`config.mk`:
```
export PLATFORM = sky130hd
export DESIGN_NAME = ball_bounce_engine_flat
export DESIGN_NICKNAME = d
export VERILOG_FILES = /design/src/rtl/ball_bounce_engine_pkg.sv /design/src/rtl/ball_bounce_engine_if.sv /design/src/rtl/ball_bounce_engine_axis.sv /design/src/rtl/ball_bounce_engine.sv /design/src/flat_wrapper.sv
export SDC_FILE = /design/constraint.sdc
export NUM_CORES = 1
export LEC_CHECK = 0
export CAP_MARGIN = 20
export CORE_ASPECT_RATIO = 1.25
export CORE_UTILIZATION = 35
export DETAILED_ROUTE_END_ITERATION = 6
export DONT_BUFFER_PORTS = 1
export SYNTH_ARGS = -nofsm -noshare
export SYNTH_HDL_FRONTEND = slang
export SYNTH_HIERARCHICAL = 1
export SYNTH_SLANG_ARGS = --single-unit
```
`constraint.sdc`:
```
create_clock -name clk -period 3.7 [get_ports clk]
set_input_delay 0.185 -clock clk [delete_from_list [all_inputs] [get_ports clk]]
set_output_delay 0.185 -clock clk [all_outputs]
set_load 0.1 [all_outputs]
```
`src/rtl/ball_bounce_engine_pkg.sv`:
```
// Shared types and constants for the bouncing-ball engine: FSM state encoding,
// bounce counter width and the signed-velocity working width.
package ball_bounce_engine_pkg;

    typedef enum logic [1:0] {
        ST_IDLE   = 2'd0,
        ST_MOVE   = 2'd1,
        ST_PAUSED = 2'd2
    } state_t;

    localparam int unsigned COUNT_W = 8;

    // Position plus signed velocity needs one extra bit to detect both walls.
    function automatic int unsigned svel_w(input int unsigned w);
        return w + 1;
    endfunction

endpackage

```
`src/rtl/ball_bounce_engine_if.sv`:
```
// Control/status bus of the ball engine: launch/pause requests in,
// FSM state, bounce pulses, bounce count and live velocities out.
interface ball_bounce_engine_if
    import ball_bounce_engine_pkg::*;
#(
    parameter int unsigned WIDTH = 9
);
    logic               launch;
    logic [WIDTH-1:0]   launch_hvel;
    logic [WIDTH-1:0]   launch_vvel;
    logic               pause;
    logic [1:0]         state;
    logic               bounce_h;
    logic               bounce_v;
    logic [COUNT_W-1:0] bounce_count;
    logic [WIDTH-1:0]   hvel;
    logic [WIDTH-1:0]   vvel;

    modport master (
        output launch, launch_hvel, launch_vvel, pause,
        input  state, bounce_h, bounce_v, bounce_count, hvel, vvel
    );

    modport slave (
        input  launch, launch_hvel, launch_vvel, pause,
        output state, bounce_h, bounce_v, bounce_count, hvel, vvel
    );
endinterface

```
`src/rtl/ball_bounce_engine_axis.sv`:
```
// One motion axis: position/velocity registers with clamped reflection at 0 and LIM,
// plus a one-clk bounce pulse.
module ball_axis
    import ball_bounce_engine_pkg::*;
#(
    parameter int unsigned WIDTH    = 9,
    parameter int unsigned LIM      = 252,
    parameter int unsigned INIT     = 128,
    parameter int          VEL_INIT = 2
) (
    input  logic             clk,
    input  logic             reset,
    input  logic             tick_en,
    input  logic             load,
    input  logic [WIDTH-1:0] load_vel,
    output logic [WIDTH-1:0] pos,
    output logic [WIDTH-1:0] vel,
    output logic             bounce
);
    localparam int unsigned SW = svel_w(WIDTH);
    localparam logic signed [SW-1:0] LIM_S = SW'(LIM);

    logic signed [SW-1:0] nxt;

    always_comb begin
        nxt = $signed({1'b0, pos}) + $signed({vel[WIDTH-1], vel});
    end

    always_ff @(posedge clk or posedge reset) begin
        if (reset) begin
            pos    <= WIDTH'(INIT);
            vel    <= WIDTH'(VEL_INIT);
            bounce <= 1'b0;
        end else begin
            bounce <= 1'b0;
            if (load) begin
                pos <= WIDTH'(INIT);
                vel <= (load_vel == '0) ? WIDTH'(VEL_INIT) : load_vel;
            end else if (tick_en) begin
                if (nxt[SW-1]) begin
                    pos    <= '0;
                    vel    <= -vel;
                    bounce <= 1'b1;
                end else if (nxt > LIM_S) begin
                    pos    <= WIDTH'(LIM);
                    vel    <= -vel;
                    bounce <= 1'b1;
                end else begin
                    pos <= nxt[WIDTH-1:0];
                end
            end
        end
    end
endmodule

```
`src/rtl/ball_bounce_engine.sv`:
```
// Single-ball motion and render engine: vsync-derived frame tick, IDLE/MOVE/PAUSED FSM,
// two clamped axes, saturating bounce counter and a registered ball pixel.
module ball_bounce_engine
    import ball_bounce_engine_pkg::*;
#(
    parameter int unsigned WIDTH      = 9,
    parameter int unsigned BALL_SIZE  = 4,
    parameter int unsigned H_LIMIT    = 256,
    parameter int unsigned V_LIMIT    = 240,
    parameter int unsigned H_INIT     = 128,
    parameter int unsigned V_INIT     = 128,
    parameter int          H_VEL_INIT = 2,
    parameter int          V_VEL_INIT = 2
) (
    input  logic                 clk,
    input  logic                 reset,
    input  logic                 vsync,
    input  logic                 display_on,
    input  logic [WIDTH-1:0]     hpos,
    input  logic [WIDTH-1:0]     vpos,
    ball_bounce_engine_if.slave  ctrl,
    output logic [WIDTH-1:0]     ball_hpos,
    output logic [WIDTH-1:0]     ball_vpos,
    output logic                 ball_gfx
);
    state_t state_q, state_d;
    logic   vsync_q, tick, tick_en, load;
    logic [WIDTH-1:0] dx, dy;

    // vsync_q resets high so a vsync already high at reset release is not a tick.
    always_ff @(posedge clk or posedge reset) begin
        if (reset) vsync_q <= 1'b1;
        else       vsync_q <= vsync;
    end
    assign tick = vsync & ~vsync_q;

    always_ff @(posedge clk or posedge reset) begin
        if (reset) state_q <= ST_IDLE;
        else       state_q <= state_d;
    end

    // A pause change in the tick clk blocks the update: tick_en only in steady MOVE.
    always_comb begin
        state_d = state_q;
        load    = 1'b0;
        tick_en = 1'b0;
        case (state_q)
            ST_IDLE:   if (ctrl.launch) begin
                           state_d = ST_MOVE;
                           load    = 1'b1;
                       end
            ST_MOVE:   if (ctrl.pause) state_d = ST_PAUSED;
                       else            tick_en = tick;
            ST_PAUSED: if (!ctrl.pause) state_d = ST_MOVE;
            default:   state_d = ST_IDLE;
        endcase
    end
    assign ctrl.state = state_q;

    ball_axis #(
        .WIDTH(WIDTH), .LIM(H_LIMIT - BALL_SIZE), .INIT(H_INIT), .VEL_INIT(H_VEL_INIT)
    ) u_axis_h (
        .clk(clk), .reset(reset), .tick_en(tick_en), .load(load),
        .load_vel(ctrl.launch_hvel), .pos(ball_hpos), .vel(ctrl.hvel), .bounce(ctrl.bounce_h)
    );

    ball_axis #(
        .WIDTH(WIDTH), .LIM(V_LIMIT - BALL_SIZE), .INIT(V_INIT), .VEL_INIT(V_VEL_INIT)
    ) u_axis_v (
        .clk(clk), .reset(reset), .tick_en(tick_en), .load(load),
        .load_vel(ctrl.launch_vvel), .pos(ball_vpos), .vel(ctrl.vvel), .bounce(ctrl.bounce_v)
    );

    // Counts the registered pulse, so the count settles one clk after the bounce.
    always_ff @(posedge clk or posedge reset) begin
        if (reset)
            ctrl.bounce_count <= '0;
        else if ((ctrl.bounce_h || ctrl.bounce_v) && (ctrl.bounce_count != '1))
            ctrl.bounce_count <= ctrl.bounce_count + 1'b1;
    end

    always_comb begin
        dx = hpos - ball_hpos;
        dy = vpos - ball_vpos;
    end

    always_ff @(posedge clk or posedge reset) begin
        if (reset) ball_gfx <= 1'b0;
        else       ball_gfx <= display_on && (dx < WIDTH'(BALL_SIZE)) && (dy < WIDTH'(BALL_SIZE));
    end
endmodule
```
`src/flat_wrapper.sv`:
```
// flat-port wrapper written by rule: the top's interface ports become plain ports
module ball_bounce_engine_flat import ball_bounce_engine_pkg::*;
#(
    parameter int unsigned WIDTH      = 9,
    parameter int unsigned BALL_SIZE  = 4,
    parameter int unsigned H_LIMIT    = 256,
    parameter int unsigned V_LIMIT    = 240,
    parameter int unsigned H_INIT     = 128,
    parameter int unsigned V_INIT     = 128,
    parameter int          H_VEL_INIT = 2,
    parameter int          V_VEL_INIT = 2
)
  (clk, reset, vsync, display_on, hpos, vpos, ball_hpos, ball_vpos, ball_gfx, ctrl_launch, ctrl_launch_hvel, ctrl_launch_vvel, ctrl_pause, ctrl_state, ctrl_bounce_h, ctrl_bounce_v, ctrl_bounce_count, ctrl_hvel, ctrl_vvel);
  ball_bounce_engine_if #(.WIDTH(WIDTH)) ctrl_i ();
  input  logic clk;
  input  logic reset;
  input  logic vsync;
  input  logic display_on;
  input  logic [WIDTH-1:0] hpos;
  input  logic [WIDTH-1:0] vpos;
  output logic [WIDTH-1:0] ball_hpos;
  output logic [WIDTH-1:0] ball_vpos;
  output logic ball_gfx;
  input wire logic [$bits(ctrl_i.launch)-1:0] ctrl_launch;
  input wire logic [$bits(ctrl_i.launch_hvel)-1:0] ctrl_launch_hvel;
  input wire logic [$bits(ctrl_i.launch_vvel)-1:0] ctrl_launch_vvel;
  input wire logic [$bits(ctrl_i.pause)-1:0] ctrl_pause;
  output wire logic [$bits(ctrl_i.state)-1:0] ctrl_state;
  output wire logic [$bits(ctrl_i.bounce_h)-1:0] ctrl_bounce_h;
  output wire logic [$bits(ctrl_i.bounce_v)-1:0] ctrl_bounce_v;
  output wire logic [$bits(ctrl_i.bounce_count)-1:0] ctrl_bounce_count;
  output wire logic [$bits(ctrl_i.hvel)-1:0] ctrl_hvel;
  output wire logic [$bits(ctrl_i.vvel)-1:0] ctrl_vvel;
  assign ctrl_i.launch = ctrl_launch;
  assign ctrl_i.launch_hvel = ctrl_launch_hvel;
  assign ctrl_i.launch_vvel = ctrl_launch_vvel;
  assign ctrl_i.pause = ctrl_pause;
  assign ctrl_state = ctrl_i.state;
  assign ctrl_bounce_h = ctrl_i.bounce_h;
  assign ctrl_bounce_v = ctrl_i.bounce_v;
  assign ctrl_bounce_count = ctrl_i.bounce_count;
  assign ctrl_hvel = ctrl_i.hvel;
  assign ctrl_vvel = ctrl_i.vvel;
  ball_bounce_engine #(.WIDTH(WIDTH), .BALL_SIZE(BALL_SIZE), .H_LIMIT(H_LIMIT), .V_LIMIT(V_LIMIT), .H_INIT(H_INIT), .V_INIT(V_INIT), .H_VEL_INIT(H_VEL_INIT), .V_VEL_INIT(V_VEL_INIT)) u_core (.clk(clk), .reset(reset), .vsync(vsync), .display_on(display_on), .hpos(hpos), .vpos(vpos), .ctrl(ctrl_i), .ball_hpos(ball_hpos), .ball_vpos(ball_vpos), .ball_gfx(ball_gfx));
endmodule
```
-- Yosys cells after proc, flatten, opt, wreduce, memory -nomap -nowiden
Cells that the tools add are included.
- multiplexer cells: 34
- shift operators: 0
- magnitude comparators: 4
- equal/unequal tests: 6
- bitwise gates (word level): 2
- reductions and logical operators: 13
- div/mod/pow operators: 0
- $add $sub $neg: 7
- $mul: 0
- operators by type and width (kind ; number):
    9-bit two-way mux ; 18
    10-bit by 9-bit adder with 10-bit output ; 2
    10-bit by 9-bit > comparator with 1-bit output, second input constant ; 2
    9-bit zero test ; 2
    9-bit by 3-bit < comparator with 1-bit output, second input constant ; 2
    9-bit negation ; 2
    9-bit subtractor ; 2
    1-bit two-way mux ; 12
    8-bit by 1-bit adder with 8-bit output, second input constant ; 1
    8-bit inequality test, second input constant ; 1
    2-bit two-way mux ; 3
    2-bit inequality test, second input constant ; 3
    2-bit case mux with 3 select lines ; 1
    3-bit nonzero test ; 2
    2-bit AND reduction ; 2
    1-bit logical AND ; 3
    3-bit AND reduction ; 1
    2-bit by 1-bit equality test with 1-bit output, second input constant ; 1
    2-bit equality test, second input constant ; 1
    2-bit zero test ; 1
    2-bit nonzero test ; 1
    1-bit AND ; 1
    1-bit logical OR ; 1
    1-bit inverter ; 1
- output and inout port bits: 49
- memory bits (writable): 0
- bits in registers: 50
- memory bits (read-only): 0
- input bits: 42
- latch bits: 0
- word-level logic and storage cells: 76
- memories kept: 0

-- Longest topological paths before layout
- depth in word-level cells: 6
- depth in mapped cells: 12
- depth with buffers taken out: 10

-- By module
Netlist, hierarchy kept.
- modules (own cells, without submodules) (module ; area each (um^2) ; times used ; cells an instance ; sequential area each (um^2)):
    ball_axis (u_core.u_axis_h) ; 1525.2 ; 1 ; 190 ; 478.0
    ball_axis (u_core.u_axis_v) ; 1493.9 ; 1 ; 167 ; 478.0
    ball_bounce_engine ; 1291.2 ; 1 ; 152 ; 301.5

-- Worst setup path before layout
Ideal clock, no wire load.
- path type: register -> register
- start: register u_core.u_axis_h.vel[0]
- end: register u_core.u_axis_h.vel[8]
- setup time: 0.074 ns
- setup slack: -0.069 ns
- required time: 3.626 ns
- path buffers: 1
- cell stages (with the launch flop): 12
- clock period less this slack: 3.769 ns
- arrival: 3.695 ns
- path through: dfrtp_1 -> ha_1 -> inv_1 -> fa_1 -> nand2b_1 -> a21bo_2 -> and3_1 -> or4_1 -> o311a_1 -> buf_6 -> or4_1 -> nand4_1
- cells in the longest elaborated chain, start to end: 5
- elaborated cells between the ends (all ways): 9
- classes of those cells: 2 x add/sub; 1 x order compare; 4 x mux; 2 x reduce/logical
- RTL lines (item ; RTL line ; text):
    start, declared ; ball_bounce_engine_axis.sv:17 ; output logic [WIDTH-1:0] vel,
    start signal, assigned ; ball_bounce_engine_axis.sv:32 ; vel <= WIDTH'(VEL_INIT);
    start signal, assigned ; ball_bounce_engine_axis.sv:38 ; vel <= (load_vel == '0) ? WIDTH'(VEL_INIT) : load_vel;
    start signal, assigned ; ball_bounce_engine_axis.sv:42 ; vel <= -vel;
    parallel branches: the longest is 5 deep, another holds 10-bit by 9-bit adder with 10-bit output ; - ;
Parallel ways; which one is timed is not known. The select of a mux whose other input is x is not followed.
A chain may end at the register's enable or synchronous reset.

-- Worst setup path in the final report
- start: register u_core.u_axis_h.vel[1]
- end: register u_core.u_axis_h.vel[5]
Same word-level chain as after synthesis.

==> results by group <==
Status
  • Run status: finished clean

Timing
  • Final period demand of the worst path: 3.23 ns
  • Endpoints failing setup: 0
  • Slew margin rel.: 33.9%
  • Final Cycle Share: 87.4%
  • Final max-slew violation count: 0
  • Total negative setup slack: 0 ns
  • RSZ-0062 raised after global routing: false
  • Achievable Freq: 0.309 GHz
  • Number of failing hold endpoints at the final stage: 0
  • Worst-Margin Slew: 0.992 ns
  • Clock Skew: 0.00648 ns

Routing
  • Post-route antenna net violation count: 0
  • Total wirelength of the detailed-routed design: 12.3 mm
  • First-pass iteration count of the detailed router: 4
  • Iter 0 DRT Violations: 153
  • Ratio of routed vias to standard cells: 5.68
  • Total number of vias: 4030
  • Routed len/inst: 17.4 um
  • DR DRC count: 0

Worst setup path
  • Largest delay share family, worst path: compound AO/OA/AOI/OAI gates
  • Crit path cell chain: buf_4 -> ha_1 -> a211oi_1 -> o21a_1 -> a21o_1 -> xor2_1 -> o311a_1 -> buf_4 -> nor4_1 -> a311o_1
  • CP max stage delay: 0.53 ns
  • Start-to-end type of the worst setup path: reg2reg
  • Cell type with the highest occurrence count on the critical path: buf_4
  • Reg-to-reg setup timing slack: 0.47 ns
  • Launching element type of the critical path: flop
  • Critical path arrival: 3.41 ns
  • Worst path buffer plus inverter count: 2
  • Element type at the critical path end: flop
  • CP max FO: 15
  • Data required, critical path: 3.88 ns
  • Slowest stage cell, crit path: dfstp_2

Logic synthesis
  • Post-synth top cells: 58 x nand2_1, 45 x dfrtp_1, 44 x inv_1
  • Cell variety after synth: 73
  • Fraction of the yosys area taken by sequential cells: 29.2%
  • Post-synth EDFFs: 0
  • Most used flip-flop cell after synthesis: dfrtp_1
  • Fraction of registers with async set or reset after synthesis: 100%
  • Synth area leaders: dfrtp_1 26%, ha_1 10%, nand2_1 5.1%, a21oi_1 4.4%, inv_1 3.8%
  • Post-synthesis instance total: 509
  • Share of the synthesized area in the top cell type: 26.1%
  • Cell with the most instances after synthesis: nand2_1
  • Syn Std Cell Area: 4310 sq um
  • Syn nets: 588
  • Seq cells post-synth: 50
  • Number of warnings reported in the yosys synthesis log: 6
  • Syn_area_per_cell: 8.47 sq um
  • Cell taking the most area after synthesis: dfrtp_1

Placement
  • Placer's final routability congestion estimate: 0.920
  • Total half-perimeter wirelength after legalization and detailed placement: 9.63 mm
  • # port buffers: 0

Global route
  • Antenna violations before repair: 0
  • GRT Resource Usage Total: 19.8%
  • Total grt overflow: 0
  • Pin count of the biggest net entering global routing: 31
  • Vias in the first global route: 4097
  • Wire length of the first global-routing pass: 19.9 mm

Die
  • Core Region: 11800 sq um
  • Die Wd: 101 um
  • Starting density of the core: 36.6%
  • Full die area: 12800 sq um
  • Number of rows in the core area: 44
  • Die Span Y: 126 um
  • Number of primary I/O pins: 91

Finish
  • Number of antenna repair diodes: 0
  • Area growth from synthesis to layout: 14.4%
  • Share of final-layout standard cells stronger than drive strength 1: 15.1%
  • Count of filler cells inserted in the layout: 1212
  • Number of nets in the layout: 628

Job
  • Max-cap check violation count: 0

Clocking
  • Clk Tree Root Cell: clkbuf_16
  • Inserted Clock Buffers: 5
  • CTS Buffer Depth: 2
  • Register clock-pin slew on the reported worst setup and hold paths: 0.07 ns
  • CTS HTree Levels: 2
  • Clock sink total: 50
  • CTS tree: yes
  • Skew-Pair Late Insertion Delay: 0.29 ns
  • Post-CTS Setup Bufs: 0

Hold path
  • Worst hold-check path type: in2reg
==> cell usage in the layout (no fill, tap or decap), types with 6 or more instances in the layout <==
cell      Yosys  routed
a211oi_1      8       8
a21o_1       11      11
a21oi_1      38      38
a311o_1       7       7
and3_1        9       9
buf_4         0      48
dfrtp_1      45      43
ha_1         35      35
inv_1        44      44
nand2_1      58      58
nand2b_1      8       8
nand3_1      14      14
nand3b_1      6       6
nor2_1       21      21
nor3_1       11      11
o211ai_1     10      10
o21ai_0      26      26
or4_1         9       9
xnor2_1      13      13
xor2_1        9       9
==> worst reg2reg max path, cell delays in order, from the launching register on <==
cell and delay [ns]:
dfstp_2 0.53, buf_4 0.31, ha_1 0.33, a211oi_1 0.39, o21a_1 0.24, a21o_1 0.17
xor2_1 0.23, o311a_1 0.28, buf_4 0.24, nor4_1 0.08, a311o_1 0.33
==> kinds of logic (layout without fill, tap and decap cells) <==
logic type | Yosys count | after routing | share of synthesized area (%)
adders and majority gates | 37 | 37 | 11.1
DFF | 50 | 50 | 29.2
muxes | 3 | 3 | 0.726
xor gates and xnor gates | 22 | 22 | 4.47
AOI/OAI and AO/OA | 154 | 154 | 25.7
and+or+nand+nor | 182 | 182 | 22.7
buffers and inverters | 61 | 101 | 6.10
==> per-stage QoR <==
stage                     utilization [%]  hold slack [ns]  setup WS, ns  area (sq um)  instances
after floorplan                         -           0.0490        0.0464          4310        509
after global placement               40.6            0.149         0.556          4780        701
after detailed placement             40.6            0.151         0.491          4780        701
after CTS                            41.9           0.0107         0.477          4930        710
after global routing                 41.9           0.0222         0.208          4930        710
final                                41.9           0.0228         0.468          4930        710
==> repair_timing <==
action,CTS,global route
hold endpoints to repair,46,0
hold buffers,2,0
gates resized for setup,0,0
==> worst paths after layout <==
check | start | end | cells past startpoint
worst min register to register | u_core/ctrl.state[1] | u_core/ctrl.state[0] | 1
worst max-delay path | u_core/u_axis_h/vel[1] | u_core/u_axis_h/vel[5] | 10
worst max register to register | u_core/u_axis_h/vel[1] | u_core/u_axis_h/vel[5] | 10
max in group asynchronous | reset | u_core/u_axis_h/pos[0] | 2
worst min-delay path | ctrl_launch_hvel[0] | u_core/u_axis_h/vel[0] | 2
min in group asynchronous | reset | u_core/ctrl.state[0] | 2
==> layout make-up <==
class / count / area (sq um) / share of cell area [%]
multi-input combinational: 398 / 2790 / 56.6
sequential: 50 / 1260 / 25.5
timing repair buffer: 50 / 380 / 7.71
tap: 161 / 201 / 4.08
inverter: 44 / 165 / 3.35
clock buffer: 7 / 133 / 2.69
==> state kept, by name, summed over array words and instances (netlist names) <==
signal and cells:
u_core/u_axis_h/pos 9, u_core/u_axis_h/vel 9, u_core/u_axis_v/pos 9, u_core/u_axis_v/vel 9, u_core/ctrl.bounce_count 8, u_core/ctrl.state 2
u_core/ball_gfx 1, u_core/u_axis_h/bounce 1, u_core/u_axis_v/bounce 1, u_core/vsync_q 1
==> routing by layer <==
metal  vias to the layer above  routed length (um)  global-route usage [%]
li1                       1964                   -                       -
met1                      1910                5190                    23.1
met2                       125                6020                    34.2
met3                        31                 688                    4.38
met4                         0                 438                    8.61
met5                         -                   0                       0
Power is left out: the tool's default activity adds up to more than one toggle a clock period on the data nets, which glitch-free logic cannot reach.
